--- src/rtl/ssd1309_pkg.sv ---
// Shared opcodes, command FSM states and argument helpers for the SSD1309 SPI sink.
package ssd1309_pkg;

  localparam logic [7:0] CMD_COL_ADDR  = 8'h21;
  localparam logic [7:0] CMD_PAGE_ADDR = 8'h22;

  typedef enum logic [2:0] {
    ST_IDLE  = 3'd0,
    ST_COL_S = 3'd1,
    ST_COL_E = 3'd2,
    ST_PG_S  = 3'd3,
    ST_PG_E  = 3'd4,
    ST_SKIP1 = 3'd5
  } cmd_state_e;

  // Commands whose single argument byte is consumed and ignored.
  function automatic logic takes_one_arg(input logic [7:0] op);
    logic r;
    case (op)
      8'h20, 8'h81, 8'h8D, 8'hA8, 8'hD3,
      8'hD5, 8'hD9, 8'hDA, 8'hDB: r = 1'b1;
      default:                    r = 1'b0;
    endcase
    return r;
  endfunction

  function automatic logic [7:0] clamp_arg(input logic [7:0] arg, input logic [7:0] max_v);
    logic [7:0] r;
    if (arg > max_v) r = max_v;
    else             r = arg;
    return r;
  endfunction

endpackage

--- src/rtl/ssd1309_spi_sink_if.sv ---
// 4-wire SPI + panel reset pins between ssd1309_driver (master) and the sink (slave).
interface ssd1309_spi_sink_if;
  logic sclk;
  logic sdin;
  logic dc;
  logic cs;
  logic res;

  modport master (output sclk, output sdin, output dc, output cs, output res);
  modport slave  (input  sclk, input  sdin, input  dc, input  cs, input  res);
endinterface

--- src/rtl/ssd1309_spi_sink_spi_byte_rx.sv ---
// Oversampling SPI byte receiver: pin synchronisers, MSB-first shifter, framing check.
module spi_byte_rx
  import ssd1309_pkg::*;
(
  input  logic                clk,
  input  logic                reset,
  ssd1309_spi_sink_if.slave   spi,
  output logic                panel_rst,
  output logic                byte_valid,
  output logic [7:0]          byte_data,
  output logic                byte_is_data,
  output logic                frame_error
);

  logic sclk_s1_q, sclk_s2_q, sclk_s3_q;
  logic sdin_s1_q, sdin_s2_q;
  logic dc_s1_q, dc_s2_q;
  logic cs_s1_q, cs_s2_q;
  logic res_s1_q, res_s2_q;
  logic sclk_rise_s;

  logic [7:0] shift_q, shift_d;
  logic [2:0] cnt_q, cnt_d;
  logic       rx_done_q, rx_done_d;
  logic [7:0] rx_byte_q, rx_byte_d;
  logic       rx_dc_q, rx_dc_d;
  logic       byte_valid_q, byte_valid_d;
  logic [7:0] byte_data_q, byte_data_d;
  logic       byte_is_data_q, byte_is_data_d;
  logic       frame_error_q, frame_error_d;

  // Synchronisers idle deselected and out of panel reset; only the system reset touches them.
  always_ff @(posedge clk) begin
    if (reset) begin
      sclk_s1_q <= 1'b0; sclk_s2_q <= 1'b0; sclk_s3_q <= 1'b0;
      sdin_s1_q <= 1'b0; sdin_s2_q <= 1'b0;
      dc_s1_q   <= 1'b0; dc_s2_q   <= 1'b0;
      cs_s1_q   <= 1'b1; cs_s2_q   <= 1'b1;
      res_s1_q  <= 1'b1; res_s2_q  <= 1'b1;
    end else begin
      sclk_s1_q <= spi.sclk; sclk_s2_q <= sclk_s1_q; sclk_s3_q <= sclk_s2_q;
      sdin_s1_q <= spi.sdin; sdin_s2_q <= sdin_s1_q;
      dc_s1_q   <= spi.dc;   dc_s2_q   <= dc_s1_q;
      cs_s1_q   <= spi.cs;   cs_s2_q   <= cs_s1_q;
      res_s1_q  <= spi.res;  res_s2_q  <= res_s1_q;
    end
  end

  assign sclk_rise_s = sclk_s2_q & ~sclk_s3_q;
  assign panel_rst   = reset | ~res_s2_q;

  always_comb begin
    shift_d        = shift_q;
    cnt_d          = cnt_q;
    rx_done_d      = 1'b0;
    rx_byte_d      = rx_byte_q;
    rx_dc_d        = rx_dc_q;
    frame_error_d  = 1'b0;
    byte_valid_d   = rx_done_q;
    byte_data_d    = byte_data_q;
    byte_is_data_d = byte_is_data_q;
    if (rx_done_q) begin
      byte_data_d    = rx_byte_q;
      byte_is_data_d = rx_dc_q;
    end else begin
      byte_data_d    = byte_data_q;
    end
    // Deselect drops any partial byte; report it only if bits were pending.
    if (cs_s2_q) begin
      cnt_d         = 3'd0;
      frame_error_d = (cnt_q != 3'd0);
    end else if (sclk_rise_s) begin
      shift_d = {shift_q[6:0], sdin_s2_q};
      cnt_d   = cnt_q + 3'd1;
      if (cnt_q == 3'd7) begin
        rx_done_d = 1'b1;
        rx_byte_d = {shift_q[6:0], sdin_s2_q};
        rx_dc_d   = dc_s2_q;
      end else begin
        rx_done_d = 1'b0;
      end
    end else begin
      cnt_d = cnt_q;
    end
  end

  always_ff @(posedge clk) begin
    if (panel_rst) begin
      shift_q        <= 8'h00;
      cnt_q          <= 3'd0;
      rx_done_q      <= 1'b0;
      rx_byte_q      <= 8'h00;
      rx_dc_q        <= 1'b0;
      byte_valid_q   <= 1'b0;
      byte_data_q    <= 8'h00;
      byte_is_data_q <= 1'b0;
      frame_error_q  <= 1'b0;
    end else begin
      shift_q        <= shift_d;
      cnt_q          <= cnt_d;
      rx_done_q      <= rx_done_d;
      rx_byte_q      <= rx_byte_d;
      rx_dc_q        <= rx_dc_d;
      byte_valid_q   <= byte_valid_d;
      byte_data_q    <= byte_data_d;
      byte_is_data_q <= byte_is_data_d;
      frame_error_q  <= frame_error_d;
    end
  end

  assign byte_valid   = byte_valid_q;
  assign byte_data    = byte_data_q;
  assign byte_is_data = byte_is_data_q;
  assign frame_error  = frame_error_q;

endmodule

--- src/rtl/ssd1309_spi_sink.sv ---
// SSD1309 display-side SPI endpoint: decodes addressing commands and emits
// framebuffer writes for pixel bytes using horizontal addressing.
module ssd1309_spi_sink
  import ssd1309_pkg::*;
#(
  parameter int COLS  = 128,
  parameter int PAGES = 8
) (
  input  logic              clk,
  input  logic              reset,
  ssd1309_spi_sink_if.slave spi,
  output logic              byte_valid,
  output logic [7:0]        byte_data,
  output logic              byte_is_data,
  output logic              fb_we,
  output logic [7:0]        fb_xpos,
  output logic [7:0]        fb_ypos,
  output logic [7:0]        fb_din,
  output logic              frame_done,
  output logic              frame_error
);

  localparam int CW = (COLS  > 1) ? $clog2(COLS)  : 1;
  localparam int PW = (PAGES > 1) ? $clog2(PAGES) : 1;
  localparam logic [7:0] COL_MAX8  = 8'(COLS - 1);
  localparam logic [7:0] PAGE_MAX8 = 8'(PAGES - 1);

  logic          panel_rst_s;
  logic [CW-1:0] col_arg_s;
  logic [PW-1:0] page_arg_s;

  cmd_state_e    state_q, state_d;
  logic [CW-1:0] col_q, col_d, col_start_q, col_start_d, col_end_q, col_end_d;
  logic [PW-1:0] page_q, page_d, page_start_q, page_start_d, page_end_q, page_end_d;
  logic          fb_we_q, fb_we_d;
  logic [7:0]    fb_xpos_q, fb_xpos_d, fb_ypos_q, fb_ypos_d, fb_din_q, fb_din_d;
  logic          frame_done_q, frame_done_d;

  spi_byte_rx u_rx (
    .clk          (clk),
    .reset        (reset),
    .spi          (spi),
    .panel_rst    (panel_rst_s),
    .byte_valid   (byte_valid),
    .byte_data    (byte_data),
    .byte_is_data (byte_is_data),
    .frame_error  (frame_error)
  );

  assign col_arg_s  = CW'(clamp_arg(byte_data, COL_MAX8));
  assign page_arg_s = PW'(clamp_arg(byte_data, PAGE_MAX8));

  always_comb begin
    state_d      = state_q;
    col_d        = col_q;
    col_start_d  = col_start_q;
    col_end_d    = col_end_q;
    page_d       = page_q;
    page_start_d = page_start_q;
    page_end_d   = page_end_q;
    fb_we_d      = 1'b0;
    fb_xpos_d    = fb_xpos_q;
    fb_ypos_d    = fb_ypos_q;
    fb_din_d     = fb_din_q;
    frame_done_d = 1'b0;
    // Pixel bytes never move the command FSM, even while it waits for an argument.
    if (byte_valid && byte_is_data) begin
      fb_we_d   = 1'b1;
      fb_xpos_d = 8'(col_q);
      fb_ypos_d = 8'({page_q, 3'b000});
      fb_din_d  = byte_data;
      if (col_q == col_end_q) begin
        col_d = col_start_q;
        if (page_q == page_end_q) begin
          page_d       = page_start_q;
          frame_done_d = 1'b1;
        end else begin
          page_d = page_q + PW'(1);
        end
      end else begin
        col_d = col_q + CW'(1);
      end
    end else if (byte_valid) begin
      case (state_q)
        ST_IDLE: begin
          if (byte_data == CMD_COL_ADDR)       state_d = ST_COL_S;
          else if (byte_data == CMD_PAGE_ADDR) state_d = ST_PG_S;
          else if (takes_one_arg(byte_data))   state_d = ST_SKIP1;
          else                                 state_d = ST_IDLE;
        end
        ST_COL_S: begin
          col_start_d = col_arg_s;
          state_d     = ST_COL_E;
        end
        ST_COL_E: begin
          if (col_arg_s < col_start_q) col_end_d = col_start_q;
          else                         col_end_d = col_arg_s;
          col_d   = col_start_q;
          state_d = ST_IDLE;
        end
        ST_PG_S: begin
          page_start_d = page_arg_s;
          state_d      = ST_PG_E;
        end
        ST_PG_E: begin
          if (page_arg_s < page_start_q) page_end_d = page_start_q;
          else                           page_end_d = page_arg_s;
          page_d  = page_start_q;
          state_d = ST_IDLE;
        end
        ST_SKIP1: state_d = ST_IDLE;
        default:  state_d = ST_IDLE;
      endcase
    end else begin
      state_d = state_q;
    end
  end

  always_ff @(posedge clk) begin
    if (panel_rst_s) begin
      state_q      <= ST_IDLE;
      col_q        <= '0;
      col_start_q  <= '0;
      col_end_q    <= CW'(COLS - 1);
      page_q       <= '0;
      page_start_q <= '0;
      page_end_q   <= PW'(PAGES - 1);
      fb_we_q      <= 1'b0;
      fb_xpos_q    <= 8'h00;
      fb_ypos_q    <= 8'h00;
      fb_din_q     <= 8'h00;
      frame_done_q <= 1'b0;
    end else begin
      state_q      <= state_d;
      col_q        <= col_d;
      col_start_q  <= col_start_d;
      col_end_q    <= col_end_d;
      page_q       <= page_d;
      page_start_q <= page_start_d;
      page_end_q   <= page_end_d;
      fb_we_q      <= fb_we_d;
      fb_xpos_q    <= fb_xpos_d;
      fb_ypos_q    <= fb_ypos_d;
      fb_din_q     <= fb_din_d;
      frame_done_q <= frame_done_d;
    end
  end

  assign fb_we      = fb_we_q;
  assign fb_xpos    = fb_xpos_q;
  assign fb_ypos    = fb_ypos_q;
  assign fb_din     = fb_din_q;
  assign frame_done = frame_done_q;

endmodule

--- src/flat_wrapper.sv ---
// flat-port wrapper written by rule: the top's interface ports become plain ports
module ssd1309_spi_sink_flat import ssd1309_pkg::*;
#(
  parameter int COLS  = 128,
  parameter int PAGES = 8
)
  (clk, reset, byte_valid, byte_data, byte_is_data, fb_we, fb_xpos, fb_ypos, fb_din, frame_done, frame_error, spi_sclk, spi_sdin, spi_dc, spi_cs, spi_res);
  ssd1309_spi_sink_if spi_i ();
  input  logic clk;
  input  logic reset;
  output logic byte_valid;
  output logic [7:0] byte_data;
  output logic byte_is_data;
  output logic fb_we;
  output logic [7:0] fb_xpos;
  output logic [7:0] fb_ypos;
  output logic [7:0] fb_din;
  output logic frame_done;
  output logic frame_error;
  input wire logic [$bits(spi_i.sclk)-1:0] spi_sclk;
  input wire logic [$bits(spi_i.sdin)-1:0] spi_sdin;
  input wire logic [$bits(spi_i.dc)-1:0] spi_dc;
  input wire logic [$bits(spi_i.cs)-1:0] spi_cs;
  input wire logic [$bits(spi_i.res)-1:0] spi_res;
  assign spi_i.sclk = spi_sclk;
  assign spi_i.sdin = spi_sdin;
  assign spi_i.dc = spi_dc;
  assign spi_i.cs = spi_cs;
  assign spi_i.res = spi_res;
  ssd1309_spi_sink #(.COLS(COLS), .PAGES(PAGES)) u_core (.clk(clk), .reset(reset), .spi(spi_i), .byte_valid(byte_valid), .byte_data(byte_data), .byte_is_data(byte_is_data), .fb_we(fb_we), .fb_xpos(fb_xpos), .fb_ypos(fb_ypos), .fb_din(fb_din), .frame_done(frame_done), .frame_error(frame_error));
endmodule
--- config.mk ---
export PLATFORM = sky130hd
export DESIGN_NAME = ssd1309_spi_sink_flat
export DESIGN_NICKNAME = d
export VERILOG_FILES = /design/src/rtl/ssd1309_pkg.sv /design/src/rtl/ssd1309_spi_sink_if.sv /design/src/rtl/ssd1309_spi_sink_spi_byte_rx.sv /design/src/rtl/ssd1309_spi_sink.sv /design/src/flat_wrapper.sv
export SDC_FILE = /design/constraint.sdc
export NUM_CORES = 1
export LEC_CHECK = 0
export ABC_CLOCK_PERIOD_IN_PS = 2650
export CORE_MARGIN = 2
export CORE_UTILIZATION = 35
export DETAILED_ROUTE_END_ITERATION = 10
export MAX_ROUTING_LAYER = met4
export SYNTH_ARGS = -nofsm -noshare
export SYNTH_HDL_FRONTEND = slang
export SYNTH_HIERARCHICAL = 1
export SYNTH_SLANG_ARGS = --single-unit
export TNS_END_PERCENT = 5
--- constraint.sdc ---
create_clock -name clk -period 2.65 [get_ports clk]
set_clock_uncertainty 0.1 [all_clocks]
set_input_delay 0.53 -clock clk [delete_from_list [all_inputs] [get_ports clk]]
set_output_delay 0.53 -clock clk [all_outputs]
set_load 0.05 [all_outputs]
==> results of run 1 <==
flip-flops by register name, summed over array words and instances, names as in the netlist, 3 cells and up:
signal / flops
u_core/col_end_q: 7
u_core/fb_ypos: 3
u_core/page_start_q: 3
u_core/page_q: 3
u_core/col_start_q: 7
u_core/page_end_q: 3
u_core/u_rx/cnt_q: 3
u_core/col_q: 7
u_core/fb_xpos: 7
u_core/fb_din: 8
u_core/u_rx/rx_byte_q: 8
u_core/state_q: 3
u_core/u_rx/byte_data: 8
u_core/u_rx/shift_q: 7
final timing paths:
path,from,to,cells after the start,slack [ns]
min reg2reg,u_core/u_rx/res_s1_q,u_core/u_rx/res_s2_q,1,0.31
max reg2reg,u_core/u_rx/byte_data[7],u_core/col_end_q[3],7,0.26
max,u_core/u_rx/byte_data[7],byte_data[7],2,0.13
min,u_core/u_rx/res_s1_q,u_core/u_rx/res_s2_q,1,0.31
cells in the final DEF (no fill, tap or decap), types with 2 or more instances in the layout:
cell type,count
and3_1,3
and4b_1,2
dfxtp_1,95
ha_1,13
a41oi_1,3
nor2b_1,8
o21ai_1,8
buf_4,19
bufinv_16,2
conb_1,6
nor4b_2,2
a211oi_1,3
a22oi_1,3
a21oi_1,42
clkinvlp_4,3
clkbuf_1,2
nor3b_1,3
a311oi_1,2
o21ai_0,10
nor3_1,6
nand2_1,77
inv_1,22
nand3b_1,2
or2_2,9
mux2i_1,35
clkdlybuf4s50_1,37
nand3_1,8
clkbuf_16,9
or3_1,3
a31oi_1,6
nor2_1,43
xnor2_1,13
o31ai_1,2
a221oi_1,2
o211ai_1,3
kinds of logic (layout without fill, tap and decap cells):
logic type               Yosys count  after routing  share of synthesized area, %
AND/OR/NAND/NOR                  179            179                          19.9
flip-flops                        95             95                          44.5
AO/OA/AOI/OAI                     93             93                          13.5
buffers and inverters             55             95                          6.64
multiplexers                      36             36                          8.46
adder cells (fa/ha/maj)           14             14                          4.04
XOR/XNOR                          14             14                          2.87
other                              1              6                        0.0877
through the flow:
stage               hold WS [ns]  worst slack (ns)
finish                     0.309             0.134
detailed placement         0.294             0.266
global placement           0.296             0.308
CTS                        0.309             0.118
floorplan                  0.289             0.128
global route               0.327            0.0246
routing by layer:
metal,part of all wire [%],vias up,routed length (µm)
li1,-,1730,-
met1,45,1582,4040
met2,49,62,4390
met3,5.1,10,464
met4,1.3,0,119
met5,0,-,0
where the power goes:
group,internal (W),total [W],switching [W],leakage (nW)
Clock,0.000827,0.00136,0.000529,0.142
Combinational,0.0000237,0.0000747,0.0000510,0.973
Sequential,0.00144,0.00144,0.00000328,0.768
Total,0.00229,0.00287,0.000583,1.88
worst max-delay path: cells and delay by family, from the launching register on:
family   cells  cell delay, ns
flops        1            0.50
buf+inv      2            1.04
area by class of cell:
cell class              count  area [µm²]
fillers                  1196        6830
multi-input cells         342        2120
clock buffers              11         233
flip-flops and latches     95        1900
well taps                 147         184
inverters                  22        82.6
repair buffers             57         533
clock inverters             5        82.6
==> flow_summary.toml, run 1 <==
[place]
post_dp_cell_area_um2 = 4820
place_inst = 663
io_buffers = 37
hpwlAfterDp_um = 6750
gp_congestion = 0.864

[clock_network]
cts_sinks = 95
cts_tree = "done"
clock_latency_ns = 0.34
cts_htree_levels = 3
cts.repair.resized = 0
clock_path_buffers = 2
numCtsBuffers = 9
root_buffer = "clkbuf_16"
cts_hold_buf = 0
cts_setup_buffers = 0
clkTransAtPathRegs_ns = 0.07

[route]
wl_per_cell_um = 13.3
dr.first_iter.drc_count = 279
antenna_left = 0
dr.pass1.iters = 4
wl_um = 9020
vias = 3384
drc = 0
routed_via_density = 4.98

[logic_synthesis]
synth_area_um2 = 4280
yosysSeqAreaShare_pct = 44.5
ys_async_sr_fraction_pct = 0
yosys.cell_count.top_type = "dfxtp_1"
ys.flop_type = "dfxtp_1"
synth_edf_count = 0
ys_ff_latch = 95
syn_inst = 487
yosysWarningCount = 6
yosys-top-cells-area = "dfxtp_1, mux2i_1, nand2_1"
ys_top_cells_by_count = "dfxtp_1, nand2_1, nor2_1"
avgSynthCellArea_um2 = 8.78
yosysTopAreaCellShare_pct = 44.5
synth_cell_types = 60
yosys.area.top_type = "dfxtp_1"

[grt]
grt_pass1_vias = 3243
grt_pass1_wl_um = 15300
grtUsageMet1_pct = 17.3
antenna_found_initial = 0
grt_remaining_overflow = 0
grt_util_met3_pct = 4.66
grt-busiest-layer = "met2"
grt_usage_pct = 14.9
met2_usage_pct = 24.6
grt_max_degree = 25

[floorplanning]
ios = 44
die-width_um = 115
die_h_um = 115
coreArea_um2 = 12000
dieArea_um2 = 13100
start_util_pct = 35.7
std_cell_rows = 40

[sta]
tightest_slew_ns = 0.547
fmax_mhz = 397
setup_violations = 0
min_period_ns = 2.52
rsz0062_at_grt = "false"
hold_violations = 0
setup-tns-final_ns = 0
period_share_pct = 95.0
maxSlewHeadroom_pct = 63.5
finalMaxSlewViolations = 0

[cells_and_area]
areaGrowthSynthToFinish_pct = 20.1
diodes = 0
design_area_um2 = 5130
fin_nets = 547
layout-drive-gt1-share_pct = 9.40
instances_no_fill = 679
final_util_pct = 42.9

[worst_setup_path]
path_cells = "buf_4 > clkdlybuf4s50_1"
cp_max_fo = 10
cp_slowest_cell = "clkdlybuf4s50_1"
arrival_ns = 1.89
cp_slowest_stage_delay_ns = 0.83
crit_type = "flip-flop to primary output"
required_ns = 2.02
cp-end-kind = "primary output"
cp-start-kind = "flip-flop"

[pwr]
cellLeakagePower_nw = 1.88
p_total_w = 0.00287
vdd_drop_max_v = 0.000421
cellPowerDensity_nw_per_um2 = 559

[hold_path]
min_path_type = "flip-flop to flip-flop"

[run_status]
status = "complete, no violations"

[flow_run]
maxCapViolCount = 0
Power figures use the tool's default switching activity.
==> run 2, diff against run 1 <==
- ABC_CLOCK_PERIOD_IN_PS: 2650 -> 2300
- clock period: 2.65 -> 2.3 ns (I/O delays scaled with it)
==> flow_summary.toml, run 2 (synthesized netlist as in run 1, its figures left out) <==
[run_status]
status = "complete, no violations"

[worst_setup_path]
crit_family = "buffers and inverters"
required_ns = 1.74
path_buf_inv = 2
r2r_cells = 8
cp_max_fo = 6
cp-start-kind = "flip-flop"
path_cells = "buf_4 > clkdlybuf4s50_1"
r2r_slack_ns = 0.15
worstReg2RegEnd = "u_core/col_end_q[2]"
rr_startpoint = "u_core/u_rx/byte_data[1]"
crit_type = "flip-flop to primary output"
cp_slowest_cell = "clkdlybuf4s50_1"
arrival_ns = 1.65
cp-end-kind = "primary output"
cp_slowest_stage_delay_ns = 0.81

[route]
antenna_left = 0
wl_per_cell_um = 13.7
dr.pass1.iters = 4
drc = 0
vias = 3416
dr.first_iter.drc_count = 149
wl_um = 9350
routed_via_density = 4.99

[sta]
setup_violations = 0
finalMaxSlewViolations = 0
hold_violations = 0
maxSlewHeadroom_pct = 54.1
tightest_slew_ns = 0.689
min_period_ns = 2.21
setup-tns-final_ns = 0
fmax_mhz = 452
period_share_pct = 96.2
rsz0062_at_grt = "false"

[place]
io_buffers = 37
hpwlAfterDp_um = 6840
gp_congestion = 0.852
post_dp_cell_area_um2 = 4830

[grt]
antenna_found_initial = 0
grt_util_met3_pct = 4.13
grt_usage_pct = 15.5
grt_max_degree = 24
grtUsageMet1_pct = 18.2
met2_usage_pct = 25.9
grt-busiest-layer = "met2"
grt_pass1_wl_um = 15700
grt_remaining_overflow = 0
grt_pass1_vias = 3239

[pwr]
p_sw_share_pct = 21.2
seqPwrFrac_pct = 51.7
pwr-share-comb_pct = 2.7
cellLeakagePower_nw = 1.95
cellPowerDensity_nw_per_um2 = 617
vdd_drop_max_v = 0.000428
p_int_w = 0.00252
p_clk_share_pct = 45.6
switchingPower_w = 0.000678

[cells_and_area]
final_common_cell = "dfxtp_1"
design_area_um2 = 5180
diodes = 0
fin_nets = 553
areaGrowthSynthToFinish_pct = 21.2
final_cell_mix = "dfxtp_1, nand2_1, nor2_1"
layout-drive-gt1-share_pct = 13.4

[clock_network]
clock_latency_ns = 0.35
cts_tree = "done"
cts_sinks = 95
cts_htree_levels = 3
root_buffer = "clkbuf_16"
cts_hold_buf = 0
clock_path_buffers = 2
numCtsBuffers = 9
clkTransAtPathRegs_ns = 0.06

[floorplanning]
ios = 44
die_h_um = 115
start_util_pct = 35.7
dieArea_um2 = 13100
std_cell_rows = 40
coreArea_um2 = 12000
die-width_um = 115

[hold_path]
hold_depth = 1
hp-start = "u_core/u_rx/res_s1_q"
min_path_type = "flip-flop to flip-flop"
worstHoldEndpoint = "u_core/u_rx/res_s2_q"

[flow_run]
maxCapViolCount = 0
## run 2: timing repair
action	in CTS	in global routing
setup endpoints to repair	1	10
buffers inserted	0	2
pin swaps	0	0
endpoints found under the hold margin	0	0
gates resized for setup	1	10
## run 2: routing by layer
metal  vias to the layer above  wire (µm)
met5                         -          0
met4                         0         82
met3                         7        389
met2                        59       4580
met1                      1605       4300
li1                       1745          -
## run 2: stage by stage
step,setup slack (ns),std cells,hold WS (ns),power [W],util (%)
floorplan,0.00482,492,0.289,0.00176,-
global placement,0.137,667,0.297,0.00178,40.4
detailed placement,0.0798,667,0.303,0.00178,40.4
CTS,0.0195,683,0.318,0.00325,42.8
global route,0.0183,685,0.338,0.00332,43.3
finish,0.0865,685,0.319,0.00320,43.3
## run 2: worst max-delay path by stage
stage | from | end | cells after the start
finish | u_core/u_rx/byte_data[2] | byte_data[2] | 2
CTS | u_core/u_rx/byte_valid | byte_valid | 1
detailed placement | u_core/u_rx/byte_data[7] | u_core/col_end_q[1] | 8
global placement | u_core/u_rx/byte_data[7] | u_core/col_end_q[3] | 8
floorplan | u_core/u_rx/byte_data[7] | u_core/col_end_q[2] | 8
global route | u_core/u_rx/byte_data[7] | u_core/col_end_q[2] | 8
## run 2: area by class of cell
type | instances | area, µm²
Tap cell | 147 | 184
Inverter | 22 | 82.6
Clock inverter | 5 | 58.8
Timing Repair Buffer | 63 | 556
Clock buffer | 11 | 233
Multi-Input combinational cell | 342 | 2150
Fill cell | 1187 | 6780
Sequential cell | 95 | 1910
## run 2: power by group through the flow
stage / Clock [W] / Combinational (W) / Sequential (W)
2_1_floorplan: 0 / 0.0000690 / 0.00169
3_3_place_gp: 0 / 0.0000851 / 0.00169
3_5_place_dp: 0 / 0.0000856 / 0.00169
4_1_cts: 0.00151 / 0.0000858 / 0.00165
5_1_grt: 0.00157 / 0.0000929 / 0.00165
6_report: 0.00146 / 0.0000852 / 0.00165
==> run 3, diff against run 2 <==
- MAX_ROUTING_LAYER: met4 -> default
==> flow_summary.toml, run 3 (synthesized netlist as in run 1, its figures left out) <==
[sta]
period_share_pct = 96.2
hold_violations = 0
setup-tns-final_ns = 0
min_period_ns = 2.21
layout_setup_ws_ns = 0.0870
tightest_slew_ns = 0.698
fmax_mhz = 452
finalMaxSlewViolations = 0
setup_violations = 0
maxSlewHeadroom_pct = 53.5
rsz0062_at_grt = "false"

[worst_setup_path]
r2r_cells = 8
required_ns = 1.74
cp_slowest_cell = "clkdlybuf4s50_1"
crit_type = "flip-flop to primary output"
r2r_slack_ns = 0.15
path_buf_inv = 2
rr_startpoint = "u_core/u_rx/byte_data[1]"
crit_family = "buffers and inverters"
cp-end-kind = "primary output"
path_cells = "buf_4 > clkdlybuf4s50_1"
cp-start-kind = "flip-flop"
worstReg2RegEnd = "u_core/col_end_q[2]"
arrival_ns = 1.65
cp_max_fo = 6
cp_slowest_stage_delay_ns = 0.81

[place]
gp_congestion = 0.839
io_buffers = 37
hpwlAfterDp_um = 6840
preCtsSetupSlack_ns = 0.0798

[floorplanning]
ios = 44
dieArea_um2 = 13100
start_util_pct = 35.7
std_cell_rows = 40
coreArea_um2 = 12000
die-width_um = 115
die_h_um = 115

[route]
wl_um = 9380
routed_via_density = 5.01
antenna_left = 0
vias = 3431
dr.pass1.iters = 4
wl_per_cell_um = 13.7
dr.first_iter.drc_count = 157
drc = 0

[hold_path]
min_path_type = "flip-flop to flip-flop"
worstHoldEndpoint = "u_core/u_rx/res_s2_q"
hold_depth = 1
hp-start = "u_core/u_rx/res_s1_q"

[cells_and_area]
layout-drive-gt1-share_pct = 13.4
fin_nets = 553
final_cell_mix = "dfxtp_1, nand2_1, nor2_1"
final_common_cell = "dfxtp_1"
diodes = 0
areaGrowthSynthToFinish_pct = 21.2

[grt]
grt_usage_pct = 15.1
grt_pass1_vias = 3238
grt_remaining_overflow = 0
antenna_found_initial = 0
grt_max_degree = 24
grt_pass1_wl_um = 15700

[flow_run]
maxCapViolCount = 0

[clock_network]
clock_path_buffers = 2
root_buffer = "clkbuf_16"
clock_latency_ns = 0.35
cts_htree_levels = 3
cts_tree = "done"
clkTransAtPathRegs_ns = 0.06
numCtsBuffers = 9
cts_sinks = 95

[pwr]
cellLeakagePower_nw = 1.95
p_total_w = 0.00320
cellPowerDensity_nw_per_um2 = 618
vdd_drop_max_v = 0.000428

[run_status]
status = "complete, no violations"
run 3: cell counts in the layout (fill, tap and decap cells not counted):
No cell type changed its count.
run 3: cell type report:
| cell class | count | area (µm²) |
|---|---|---|
| well taps | 147 | 184 |
| fillers | 1187 | 6780 |
| flip-flops and latches | 95 | 1910 |
| inverters | 22 | 82.6 |
| clock inverters | 5 | 58.8 |
| repair buffers | 63 | 556 |
| clock buffers | 11 | 233 |
| multi-input cells | 342 | 2150 |
run 3: how the worst max path moves through the flow:
stage / from / to / slack, ns / cells past startpoint
floorplan: u_core/u_rx/byte_data[7] / u_core/col_end_q[2] / 0.005 / 8
global placement: u_core/u_rx/byte_data[7] / u_core/col_end_q[3] / 0.14 / 8
detailed placement: u_core/u_rx/byte_data[7] / u_core/col_end_q[1] / 0.08 / 8
CTS: u_core/u_rx/byte_valid / byte_valid / 0.02 / 1
global route: u_core/u_rx/byte_data[7] / u_core/col_end_q[2] / 0.02 / 8
finish: u_core/u_rx/byte_data[2] / byte_data[2] / 0.09 / 2
run 3: routing by layer:
metal  GRT usage, %  share of wire (%)
met1           18.2                 46
met2           26.0                 49
met3           4.13                3.6
met4           4.88                1.3
met5              0                  0
run 3: report_power, final:
| part | leakage [nW] | internal [W] | total, W | switching [W] |
|---|---|---|---|---|
| logic | 1.04 | 0.0000259 | 0.0000856 | 0.0000598 |
| clock network | 0.136 | 0.000845 | 0.00146 | 0.000619 |
| registers | 0.770 | 0.00165 | 0.00165 | 0.00000406 |
| total | 1.95 | 0.00252 | 0.00320 | 0.000683 |
run 3: timing repair:
action                                  CTS  global route
hold buffers                              0             0
cloned                                    0             0
gates resized for setup                   1            10
endpoints found under the setup margin    1            10
setup buffers                             0             2
hold endpoints to repair                  0             0
run 3: metrics by stage:
step,util [%],area (µm²),hold WS [ns],instances
detailed placement,40.4,4830,0.303,667
CTS,42.8,5120,0.318,683
floorplan,-,4320,0.289,492
finish,43.3,5180,0.319,685
global route,43.3,5180,0.338,685
global placement,40.4,4830,0.297,667
